<file path="config.mk">
export PLATFORM = sky130hd
export DESIGN_NAME = exc_sequencer
export DESIGN_NICKNAME = d
export VERILOG_FILES = /design/src/rtl/exc_sequencer.sv
export SDC_FILE = /design/constraint.sdc
export NUM_CORES = 1
export LEC_CHECK = 0
export CORE_AREA = 2 2 85 103
export DETAILED_ROUTE_END_ITERATION = 10
export DIE_AREA = 0 0 87 105
export PLACE_DENSITY_LB_ADDON = 0.3
export SETUP_SLACK_MARGIN = 0.1
export SLEW_MARGIN = 20
export SYNTH_ARGS = -nofsm -noshare
export SYNTH_HDL_FRONTEND = slang
export SYNTH_SLANG_ARGS = --single-unit
</file>
<file path="constraint.sdc">
create_clock -name clk -period 1.7 [get_ports clk]
set_input_delay 0.425 -clock clk [delete_from_list [all_inputs] [get_ports clk]]
set_output_delay 0.425 -clock clk [all_outputs]
set_load 0.1 [all_outputs]
</file>
<file path="src/rtl/exc_sequencer.sv">
// Exception sequencer: picks the highest-priority unmasked request, writes EPC/cause,
// fetches a one-byte handler vector from VEC_BASE+cause and loads it into the PC.
module exc_sequencer #(
   parameter int NCAUSE   = 3,
   parameter int CAUSE_W  = 2,
   parameter int ADDR_W   = 32,
   parameter int VEC_BASE = 253,
   parameter int TIMEOUT  = 8
) (
   input  logic              clk,
   input  logic              reset,
   input  logic [NCAUSE-1:0] exc_req,
   input  logic [NCAUSE-1:0] exc_mask,
   input  logic [ADDR_W-1:0] pc_in,
   input  logic [7:0]        mem_rdata,
   input  logic              mem_rd_ack,
   input  logic              clr_fault,
   output logic              cpu_stall,
   output logic              epc_we,
   output logic [ADDR_W-1:0] epc_out,
   output logic [CAUSE_W-1:0] cause_out,
   output logic              mem_rd_req,
   output logic [ADDR_W-1:0] mem_addr,
   output logic              pc_we,
   output logic [ADDR_W-1:0] pc_out,
   output logic              done,
   output logic              fault
);

   localparam int CNT_W = $clog2(TIMEOUT + 1);

   typedef enum logic [1:0] {
      ST_IDLE  = 2'd0,
      ST_SAVE  = 2'd1,
      ST_FETCH = 2'd2,
      ST_LOAD  = 2'd3
   } state_t;

   state_t              state_reg;
   logic [NCAUSE-1:0]   pending_reg;
   logic [CNT_W-1:0]    cnt_reg;
   logic                epc_we_reg;
   logic [ADDR_W-1:0]   epc_reg;
   logic [CAUSE_W-1:0]  cause_reg;
   logic                mem_rd_req_reg;
   logic [ADDR_W-1:0]   mem_addr_reg;
   logic                pc_we_reg;
   logic [ADDR_W-1:0]   pc_reg;
   logic                done_reg;
   logic                fault_reg;

   logic [NCAUSE-1:0]   req_all;
   logic [NCAUSE-1:0]   eff;
   logic [NCAUSE-1:0]   served_bits;
   logic [NCAUSE-1:0]   pending_next;
   logic [CAUSE_W-1:0]  pick_idx;
   logic                pick_valid;

   // Lowest set bit wins: scan from the top so lower indices overwrite.
   always_comb begin
      req_all    = pending_reg | exc_req;
      eff        = req_all & ~exc_mask;
      pick_valid = |eff;
      pick_idx   = '0;
      for (int i = NCAUSE - 1; i >= 0; i--) begin
         if (eff[i]) begin
            pick_idx = CAUSE_W'(i);
         end
      end
   end

   // Only the cause actually accepted out of IDLE leaves the pending set.
   generate
      for (genvar gi = 0; gi < NCAUSE; gi++) begin : g_served
         assign served_bits[gi] = (state_reg == ST_IDLE) && pick_valid
                                  && (pick_idx == CAUSE_W'(gi));
      end
   endgenerate

   assign pending_next = req_all & ~served_bits;

   always_ff @(posedge clk or negedge reset) begin
      if (!reset) begin
         state_reg      <= ST_IDLE;
         pending_reg    <= '0;
         cnt_reg        <= '0;
         epc_we_reg     <= 1'b0;
         epc_reg        <= '0;
         cause_reg      <= '0;
         mem_rd_req_reg <= 1'b0;
         mem_addr_reg   <= '0;
         pc_we_reg      <= 1'b0;
         pc_reg         <= '0;
         done_reg       <= 1'b0;
         fault_reg      <= 1'b0;
      end else begin
         pending_reg <= pending_next;
         epc_we_reg  <= 1'b0;
         pc_we_reg   <= 1'b0;
         done_reg    <= 1'b0;
         if (clr_fault) begin
            fault_reg <= 1'b0;
         end
         case (state_reg)
            ST_IDLE: begin
               if (pick_valid) begin
                  cause_reg  <= pick_idx;
                  epc_reg    <= pc_in - ADDR_W'(4);
                  epc_we_reg <= 1'b1;
                  state_reg  <= ST_SAVE;
               end
            end
            ST_SAVE: begin
               mem_rd_req_reg <= 1'b1;
               mem_addr_reg   <= ADDR_W'(VEC_BASE) + ADDR_W'(cause_reg);
               cnt_reg        <= '0;
               state_reg      <= ST_FETCH;
            end
            ST_FETCH: begin
               if (mem_rd_ack) begin
                  pc_reg         <= ADDR_W'(mem_rdata);
                  pc_we_reg      <= 1'b1;
                  done_reg       <= 1'b1;
                  mem_rd_req_reg <= 1'b0;
                  cnt_reg        <= '0;
                  state_reg      <= ST_LOAD;
               end else if (cnt_reg == CNT_W'(TIMEOUT - 1)) begin
                  // Placed after the clear so a timeout in the same cycle keeps fault set.
                  fault_reg      <= 1'b1;
                  mem_rd_req_reg <= 1'b0;
                  cnt_reg        <= '0;
                  state_reg      <= ST_IDLE;
               end else begin
                  cnt_reg <= cnt_reg + CNT_W'(1);
               end
            end
            ST_LOAD: begin
               state_reg <= ST_IDLE;
            end
            default: begin
               state_reg <= ST_IDLE;
            end
         endcase
      end
   end

   assign cpu_stall  = (state_reg != ST_IDLE);
   assign epc_we     = epc_we_reg;
   assign epc_out    = epc_reg;
   assign cause_out  = cause_reg;
   assign mem_rd_req = mem_rd_req_reg;
   assign mem_addr   = mem_addr_reg;
   assign pc_we      = pc_we_reg;
   assign pc_out     = pc_reg;
   assign done       = done_reg;
   assign fault      = fault_reg;

endmodule

</file>
# Yosys cells after proc, flatten, opt, wreduce, memory -nomap -nowiden
# Cells that the tools add are included.
dict set report totals {
  ramBits 0
  latch_bits 0
  n_memories 0
  rom_bits 0
  ff_bits 87
  elab_cells 61
}
dict set report classes {
  bitwise 5
  div 0
  n_addsub 3
  n_eq_ne 8
  n_lt_le_gt_ge 0
  shift 0
  mux 21
  reduce_logical 13
  multipliers 0
}
# operator n
set ops {}
lappend ops {{32-bit by 3-bit subtractor with 32-bit output (second input constant)} 1}
lappend ops {{2-bit two-way mux} 6}
lappend ops {{1-bit two-way mux} 10}
lappend ops {{8-bit by 2-bit adder with 9-bit output (first input constant)} 1}
lappend ops {{4-bit two-way mux} 2}
lappend ops {{2-bit case mux with 4 select lines} 1}
lappend ops {{4-bit case mux with 2 select lines} 1}
lappend ops {{2-bit AND reduction} 4}
lappend ops {{3-bit bitwise AND} 2}
lappend ops {{2-bit == test (second input constant)} 3}
lappend ops {{3-bit inverter} 2}
lappend ops {{4-bit by 1-bit adder with 4-bit output (second input constant)} 1}
lappend ops {{2-bit by 1-bit == test with 1-bit output (second input constant)} 2}
lappend ops {{4-bit by 3-bit == test with 1-bit output (second input constant)} 1}
lappend ops {{1-bit logical AND} 4}
lappend ops {{2-bit logical NOT} 2}
lappend ops {{2-bit nonzero test} 2}
lappend ops {{3-bit != test (second input constant)} 1}
lappend ops {{3-bit bitwise OR} 1}
lappend ops {{3-bit OR reduction} 1}
lappend ops {{2-bit != test (second input constant)} 1}
lappend ops {{1-bit case mux with 2 select lines} 1}

# Longest topological paths before layout
# Gate-level depths: netlist of the first run.
dict set report depth {
  depth_word 9
  mapped_depth 7
  depth_no_buf 7
}

# Worst setup path after synthesis of the first run
# No wires, ideal clock.
dict set report synth_path {
  kind {input -> register}
  from {in pc_in[2]}
  to {reg epc_reg[28], in the netlist epc_out[28]}
  stages 7
  arrival_ns 1.757
  slack_ns -0.187
  path_buffers 0
  path_cell_list {inv_1 ha_1 nor3b_1 nand2_1 nor4_1 xnor2_1 o21ai_1}
}
dict set report synth_between {
  elab_chain_len 1
}
# element line
set synth_lines {}
lappend synth_lines {{from (decl)} 14} ;# input logic [ADDR_W-1:0] pc_in,
lappend synth_lines {{32-bit by 3-bit subtractor with 32-bit output} 108} ;# epc_reg <= pc_in - ADDR_W'(4);
lappend synth_lines {{to (signal assigned)} 108}
lappend synth_lines {{to (decl)} 43} ;# logic [ADDR_W-1:0] epc_reg;
# Every way passes these cells.
# A chain may end at the register's enable or synchronous reset.

# Worst setup path after layout of the first run
dict set report layout_path {
  from {in pc_in[17]}
  to {reg epc_reg[31], in the netlist epc_out[31]}
}
# Same word-level chain as after synthesis.

==> impl_metrics.csv, run 1 <==
group,metric,value,unit
route,totalWireLength,8780,µm
cts,clock_sinks,59,
cts,htreeDepth,3,
yosys,syn_avg_cell_area,9.55,µm²
route,drtIter0Drc,66,
grt,grt_pass1_wl,13300,µm
setup_path,cp.required,1.91,ns
route,wl_per_cell,14.2,µm
yosys,ys_async_sr_fraction,100,%
yosys,yosys_register_bits,59,
yosys,syn_inst,339,
sta,worst_slack,0.0405,ns
setup_path,cp-start-kind,"input pin",
finish,area_growth,81.7,%
place,io_buffers,106,
yosys,synthFlopType,"dfrtp_1",
finish,drive_gt1_share,42.6,%
sta,slew_violations,0,
yosys,seq_area_frac_synth,45.6,%
cts,root_buffer,"clkbuf_8",
setup_path,worstSetupPathType,"in -> reg",
route,viasPerCell,4.77,
sta,rsz0062_at_grt,"yes",
cts,cts_buffers,9,
yosys,synth_edf_count,0,
floorplanning,die_h,105,µm
cts,clockBufferDepth,2,
flow_run,maxCapViolCount,0,
grt,antenna_found_initial,0,
floorplanning,start_util,40.2,%
sta,finalHoldViolations,0,
route,vias,2950,
place,dp_hpwl,6150,µm
yosys,yosysWarnings,0,
grt,grt_pass1_vias,2905,
sta,period_minus_slack,1.66,ns
sta,max_freq,603,MHz
grt,grt-ovfl-total,0,
cts,insertion_delay,0.33,ns
setup_path,worst_setup_path_end_kind,"register",
route,ant_nets,0,
place,place_ws,-0.641,ns
sta,setup_viol,0,
setup_path,critPathMaxFanout,2,
sta,timing.final.crit_share,97.6,%
floorplanning,rows,36,
finish,final_cell_mix,"64 x buf_4, 63 x buf_12, 55 x dfrtp_1",
finish,largest_reg_flops,32,
worst_hold_path,hold_path_class,"in -> async",
floorplanning,dieArea,9140,µm²
floorplanning,coreArea,8060,µm²
outcome,status,"finished clean",
route,drt_pass1_iterations,4,
finish,antenna_cells,0,
finish,final_cell_count_no_fill,618,
setup_path,cp.arrival,1.87,ns
grt,grt_start_max_net_pins,60,
floorplanning,io_pins,154,
place,gp_congestion,0.871,
finish,nNetsFinal,574,
floorplanning,die_w,87,µm
place,place_inst,580,
yosys,synthDistinctLibCells,42,
yosys,syn-cell-area,3240,µm²
cts,clk_pin_slew,0.06,ns
cts,cts_tree,"built",
grt,grt_usage,18.3,%
route,drc,0,
finish,fin_util,73.0,%
sta,skew,0.00812,ns
finish,mostFrequentLayoutCell,"buf_4",
## metal layers
metal	part of all wire, %	global-route usage, %	vias up
met5	0	0	-
met4	1.4	6.14	0
met3	5.6	4.03	11
met2	56	33.0	110
met1	37	20.9	1426
li1	-	-	1403
## final cells by class
class                      count  area (µm²)
timing repair buffer         183        2280
fill                         519        2180
multi-input combinational    252        1780
sequential                    59        1480
clock buffer                  14         163
tap                           95         119
inverter                      13        52.6
clock inverter                 2        10.0
## synthesized netlist by cell type, types with 2 or more instances
master	instances	share of area, %
clkbuf_1	8	0.93
o22ai_1	3	0.58
nor4_1	7	1.4
nand2b_1	2	0.39
nand2_1	48	5.6
buf_4	53	12
a21oi_1	2	0.31
nand3_1	4	0.62
o31ai_1	2	0.46
nor3_1	13	2.0
o21ai_0	31	4.8
mux2i_1	3	0.93
xnor2_1	22	6.0
ha_1	6	2.3
inv_1	13	1.5
o21ai_1	6	0.93
nor2_1	15	1.7
or4_4	2	0.70
mux2_2	10	3.5
nand3b_1	4	0.93
nand4_1	2	0.39
dfrtp_1	59	46
xor2_1	5	1.4
## kinds of logic after synthesis
| family | synth area share, % |
|---|---|
| other | 0.116 |
| adders and majority gates | 2.32 |
| DFF | 45.6 |
| buffers and inverters | 14.7 |
| muxes | 4.41 |
| and+or+nand+nor | 17.0 |
| AOI/OAI and AO/OA | 8.58 |
| xor gates and xnor gates | 7.30 |
## worst max-delay path: stages
cell and delay (ns):
buf_6 0.09, or4_4 0.53, or4_4 0.44, nor4_4 0.16, xnor2_1 0.16, o21ai_2 0.06
## worst paths after layout
kind	from	end	slack (ns)	depth (start not counted)
max	pc_in[17]	epc_out[31]	0.04	6
min	reset	pending_reg[0]	0.11	2
max reg2reg	state_reg[0]	pc_out[0]	0.18	6
min reg2reg	cnt_reg[3]	cnt_reg[3]	0.50	1
max in group asynchronous	reset	done	1.33	2
min in group clk	pc_in[2]	epc_out[2]	0.48	3
## metrics by stage
step | hold slack [ns] | TNS, ns | area [µm²]
finish | 0.107 | 0 | 5880
global route | 0.114 | -0.0574 | 5880
CTS | 0.107 | -0.135 | 5660
detailed placement | 0.459 | -15.74 | 5280
global placement | 0.453 | -14.15 | 5280
floorplan | 0.129 | -0.163 | 3470
## repair_timing
item | in CTS | in global routing
pin swaps | 31 | 39
setup endpoints to repair | 37 | 42
setup buffers | 12 | 11
hold buffers | 0 | 0
gates resized for setup | 70 | 52
gates cloned | 1 | 0
Power of run 1 is left out: the tool's default activity adds up to more than one toggle a clock period on the data nets, which glitch-free logic cannot reach.
==> run 2: changes to the inputs <==
--- a/config.mk
+++ b/config.mk
@@ -6,9 +6,10 @@
 export NUM_CORES = 1
 export LEC_CHECK = 0
 export CORE_AREA = 2 2 85 103
+export CTS_CLUSTER_SIZE = 10
 export DETAILED_ROUTE_END_ITERATION = 10
 export DIE_AREA = 0 0 87 105
-export PLACE_DENSITY_LB_ADDON = 0.3
+export PLACE_DENSITY = 0.88
 export SETUP_SLACK_MARGIN = 0.1
 export SLEW_MARGIN = 20
 export SYNTH_ARGS = -nofsm -noshare
==> run 2 against run 1 <==
Effect of this change:
- the flow now finishes with violations (setup timing)
- sequential share of layout area is 0.31 points lower
- non-clock buffer count is 2 higher
- first-iteration DRC count increased by 150%
- clock skew rose by 0.0035 ns
- flip-flop and latch count unchanged
- final cell count increased by 0.32%
- wire length is 13% higher
- core utilization up 0.92 points
- cell area up 1.3%
- worst hold slack worse by 0.015 ns
- setup slack got worse by 0.055 ns
- via count grew 2.1%
- critical endpoint is now epc_out[27]
- largest cell class unchanged
- highest routed layer unchanged
==> impl_metrics.csv, run 2 (synthesis results as in run 1) <==
group,metric,value,unit
cts,clock_sinks,59,
sta,skew,0.0117,ns
setup_path,cp.arrival,1.92,ns
worst_hold_path,hold_path_class,"in -> async",
finish,final_cell_mix,"63 x buf_12, 60 x buf_4, 55 x dfrtp_1",
grt,grt-ovfl-total,0,
setup_path,worst_setup_path_end_kind,"register",
finish,mostFrequentLayoutCell,"buf_12",
floorplanning,coreArea,8060,µm²
grt,grt_pass1_vias,2948,
setup_path,setup.worst_path.start,"pc_in[17]",
setup_path,worstRegToRegCells,8,
finish,largest_reg_flops,32,
cts,cts_tree,"built",
finish,drive_gt1_share,43.2,%
grt,grt_usage,19.4,%
setup_path,cp-start-kind,"input pin",
route,vias,3012,
finish,antenna_cells,0,
sta,slew_violations,0,
outcome,violations,"setup timing",
cts,cts_buffers,9,
floorplanning,io_pins,154,
sta,setup_viol,1,
finish,seqCellArea,1480,µm²
floorplanning,die_h,105,µm
finish,design_area,5960,µm²
outcome,status,"finished, violations left",
cts,htreeDepth,3,
cts,root_buffer,"clkbuf_8",
finish,nNetsFinal,576,
route,totalWireLength,9920,µm
finish,multi_input_area,1800,µm²
sta,max_freq,583,MHz
sta,rsz0062_at_grt,"yes",
cts,clk_pin_slew,0.07,ns
setup_path,cp.required,1.91,ns
grt,grt_start_max_net_pins,60,
place,gp_congestion,0.909,
setup_path,worstSetupPathType,"in -> reg",
setup_path,reg2reg_to,"state_reg[1]",
floorplanning,start_util,40.2,%
floorplanning,dieArea,9140,µm²
sta,timing.final.crit_share,101,%
place,placedInstanceArea,5260,µm²
grt,grt_pass1_wl,13900,µm
route,drc,0,
route,viasPerCell,4.86,
route,drt_pass1_iterations,4,
setup_path,ff2ff_setup_slack,0.10,ns
sta,period_minus_slack,1.71,ns
finish,area_growth,84.0,%
cts,insertion_delay,0.33,ns
grt,antenna_found_initial,0,
route,drtIter0Drc,163,
sta,finalHoldViolations,0,
setup_path,rr_startpoint,"state_reg[1]",
setup_path,critPathMaxFanout,5,
flow_run,maxCapViolCount,0,
finish,fillers,489,
sta,worst_slack,-0.0140,ns
place,dp_hpwl,6450,µm
place,io_buffers,106,
floorplanning,rows,36,
route,ant_nets,0,
cts,clockBufferDepth,2,
cts,ctsHoldBuffers,0,
setup_path,crit_path_end,"epc_out[27]",
route,wl_per_cell,16.0,µm
floorplanning,die_w,87,µm
## run 2: changes by cell type in the layout (fill, tap and decap cells not counted), sizes merged
cell	change
clkbuf	+2
clkdlybuf4s15	-1
clkdlybuf4s50	-3
clkinv	+1
dlygate4sd2	-1
dlymetal6s2s	+4
## run 2: worst min path at each step
| stage | from | slack [ns] | cells past startpoint | end |
|---|---|---|---|---|
| after CTS | reset | 0.09 | 2 | state_reg[1] |
| after floorplan | reset | 0.13 | 0 | cause_out[0] |
| after global placement | reset | 0.45 | 2 | state_reg[1] |
| after global routing | reset | 0.11 | 2 | state_reg[1] |
| after detailed placement | reset | 0.46 | 2 | state_reg[1] |
| final | reset | 0.09 | 2 | mem_addr[8] |
## run 2: cell type report
cell class                 instances  area share, %
tap                               95           2.00
inverter                          13          0.882
clock buffer                      13           2.50
clock inverter                     3          0.252
multi-input combinational        252           30.2
sequential                        59           24.9
timing repair buffer             185           39.3
## run 2: what timing repair did
action,in CTS,in global routing
setup buffers,8,16
endpoints found under the hold margin,0,0
pin swaps,28,42
cloned,1,1
resized for setup,73,64
setup endpoints to repair,36,37
## run 2: layer usage
layer / share of wire [%] / global-route usage (%) / up-vias
li1: - / - / 1403
met5: 0 / 0 / -
met1: 37 / 21.5 / 1449
met2: 56 / 35.0 / 142
met3: 5.5 / 4.11 / 18
met4: 2.2 / 7.92 / 0
## run 2: worst max-delay path: stages
cell and delay [ns]:
buf_6 0.10, buf_6 0.11, nor4_4 0.30, nand4_1 0.26
buf_6 0.23, nor3_4 0.26, xnor2_2 0.16, o21ai_1 0.09
## run 2: through the flow
stage / worst slack, ns / util, % / TNS (ns) / instances / hold WS (ns)
floorplan: -0.163 / - / -0.163 / 385 / 0.129
global placement: -0.597 / 65.2 / -13.93 / 578 / 0.449
detailed placement: -0.696 / 65.2 / -16.70 / 578 / 0.460
CTS: -0.116 / 69.9 / -0.132 / 603 / 0.0947
global route: -0.0273 / 73.9 / -0.0494 / 620 / 0.109
finish: -0.0140 / 73.9 / -0.0140 / 620 / 0.0911
Power of run 2 is left out for the same reason.
==> run 3: changes to the inputs <==
--- a/config.mk
+++ b/config.mk
@@ -5,11 +5,11 @@
 export SDC_FILE = /design/constraint.sdc
 export NUM_CORES = 1
 export LEC_CHECK = 0
-export CORE_AREA = 2 2 85 103
+export CORE_AREA = 2 2 98 119
 export CTS_CLUSTER_SIZE = 10
 export DETAILED_ROUTE_END_ITERATION = 10
-export DIE_AREA = 0 0 87 105
-export PLACE_DENSITY = 0.88
+export DIE_AREA = 0 0 100 121
+export PLACE_DENSITY = 0.71
 export SETUP_SLACK_MARGIN = 0.1
 export SLEW_MARGIN = 20
 export SYNTH_ARGS = -nofsm -noshare
==> run 3 against run 2 <==
Effect of this change:
- highest routed layer unchanged
- worst hold slack worse by 0.057 ns
- clock-buffer cell count fell by 1
- the run now ends clean
- flip-flop and latch count unchanged
- first-iteration DRC count is 55% lower
- critical path depth fell by 2
==> impl_metrics.csv, run 3 (synthesis results as in run 1) <==
group,metric,value,unit
outcome,status,"finished clean",
setup_path,path_cells,"buf_6 > or4_4 > or4_4 > nor4_4 > xnor2_1 > o21ai_2",
finish,fin_util,54.1,%
route,wl_met3,551,µm
cts,htreeDepth,3,
cts,insertion_delay,0.32,ns
route,wl_met1,3260,µm
finish,antenna_cells,0,
sta,skew,0.00535,ns
floorplanning,io_pins,154,
worst_hold_path,hold_path_class,"in -> async",
place,place_inst,611,
grt,grt_pass1_wl,13500,µm
setup_path,cp.required,1.92,ns
cts,cts_buffers,9,
cts,cts_tree,"built",
setup_path,worstSetupPathType,"in -> reg",
setup_path,critPathMaxFanout,2,
setup_path,cp-start-kind,"input pin",
finish,fillers,922,
place,dp_hpwl,6560,µm
sta,setup_viol,0,
route,top_layer,"met4",
floorplanning,die_w,100,µm
grt,grt-ovfl-total,0,
sta,timing.final.crit_share,98.4,%
sta,slew_violations,0,
sta,max_freq,598,MHz
cts,clockBufferDepth,2,
route,wl_per_cell,13.5,µm
floorplanning,start_util,29.6,%
place,io_buffers,106,
cts,ctsHoldBuffers,0,
cts,root_buffer,"clkbuf_16",
sta,period_minus_slack,1.67,ns
grt,grt_usage,14.2,%
floorplanning,die_h,121,µm
setup_path,slowest_delay,0.54,ns
route,drtIter0Drc,74,
finish,area_growth,82.7,%
cts,clk_pin_slew,0.05,ns
place,placedInstanceArea,5290,µm²
setup_path,cp.arrival,1.89,ns
floorplanning,dieArea,12100,µm²
route,drt_pass1_iterations,4,
route,viasPerCell,4.41,
route,totalWireLength,8640,µm
finish,design_area,5920,µm²
finish,mostFrequentLayoutCell,"buf_12",
finish,multi_input_area,1710,µm²
cts,clock_sinks,59,
sta,holdWs,0.0343,ns
route,drc,0,
route,met2WireLength,4640,µm
grt,grt_pass1_vias,2861,
setup_path,crit_path_top_delay_cell,"or4_4",
setup_path,worst_path_most_repeated_cell,"or4_4",
finish,final_cell_mix,"63 x buf_12, 55 x dfrtp_1, 52 x buf_4",
finish,drive_gt1_share,40.9,%
grt,grt_start_max_net_pins,44,
finish,largest_reg_flops,32,
finish,nNetsFinal,560,
finish,final_cell_count_no_fill,641,
route,vias,2830,
flow_run,maxCapViolCount,0,
grt,antenna_found_initial,0,
place,gp_congestion,0.790,
sta,finalHoldViolations,0,
floorplanning,rows,42,
route,ant_nets,0,
setup_path,worst_setup_path_end_kind,"register",
sta,rsz0062_at_grt,"yes",
floorplanning,coreArea,10900,µm²
finish,seqCellArea,1480,µm²
==> run 3: layer usage <==
metal / vias to the layer above / GRT usage [%]
met3: 13 / 3.51
met4: 0 / 6.93
li1: 1371 / -
met2: 111 / 25.6
met5: - / 0
met1: 1335 / 15.3
==> run 3: repair_timing <==
item,4_1_cts,5_1_grt
setup buffers,8,7
gates resized for setup,71,46
pin swaps,29,31
endpoints found under the hold margin,0,0
gates cloned,1,0
setup endpoints to repair,36,36
==> run 3: critical path, delay by kind of cell <==
kind	cells	cell delay, ns
simple gates	3	1.13
xor+xnor	1	0.17
buf+inv	1	0.10
compound gates	1	0.06
==> run 3: area by class of cell <==
type                    instances  share of cell area [%]
multi-input cells             252                    28.9
repair buffers                169                    36.8
clock inverters                 4                    1.23
well taps                     132                    2.79
clock buffers                  12                    4.33
inverters                      13                   0.930
flip-flops and latches         59                    25.0
==> run 3: metrics by stage <==
stage          setup TNS [ns]  worst slack [ns]
2_1_floorplan          -0.163            -0.163
3_3_place_gp           -15.73            -0.694
3_5_place_dp           -16.89            -0.698
4_1_cts                -0.123            -0.123
5_1_grt              -0.00129          -0.00129
6_report                    0            0.0271
==> run 3: path summary, 6_finish.rpt <==
| check | from | to | slack [ns] | cells after the start |
|---|---|---|---|---|
| max | pc_in[15] | epc_out[31] | 0.03 | 6 |
| min | reset | mem_addr[0] | 0.03 | 1 |
| max reg2reg | state_reg[1] | state_reg[1] | 0.16 | 8 |
| min reg2reg | cnt_reg[3] | cnt_reg[3] | 0.50 | 1 |
| max in group asynchronous | reset | done | 1.08 | 2 |
| min in group clk | pc_in[2] | epc_out[2] | 0.34 | 2 |
Power of run 3 is left out for the same reason.
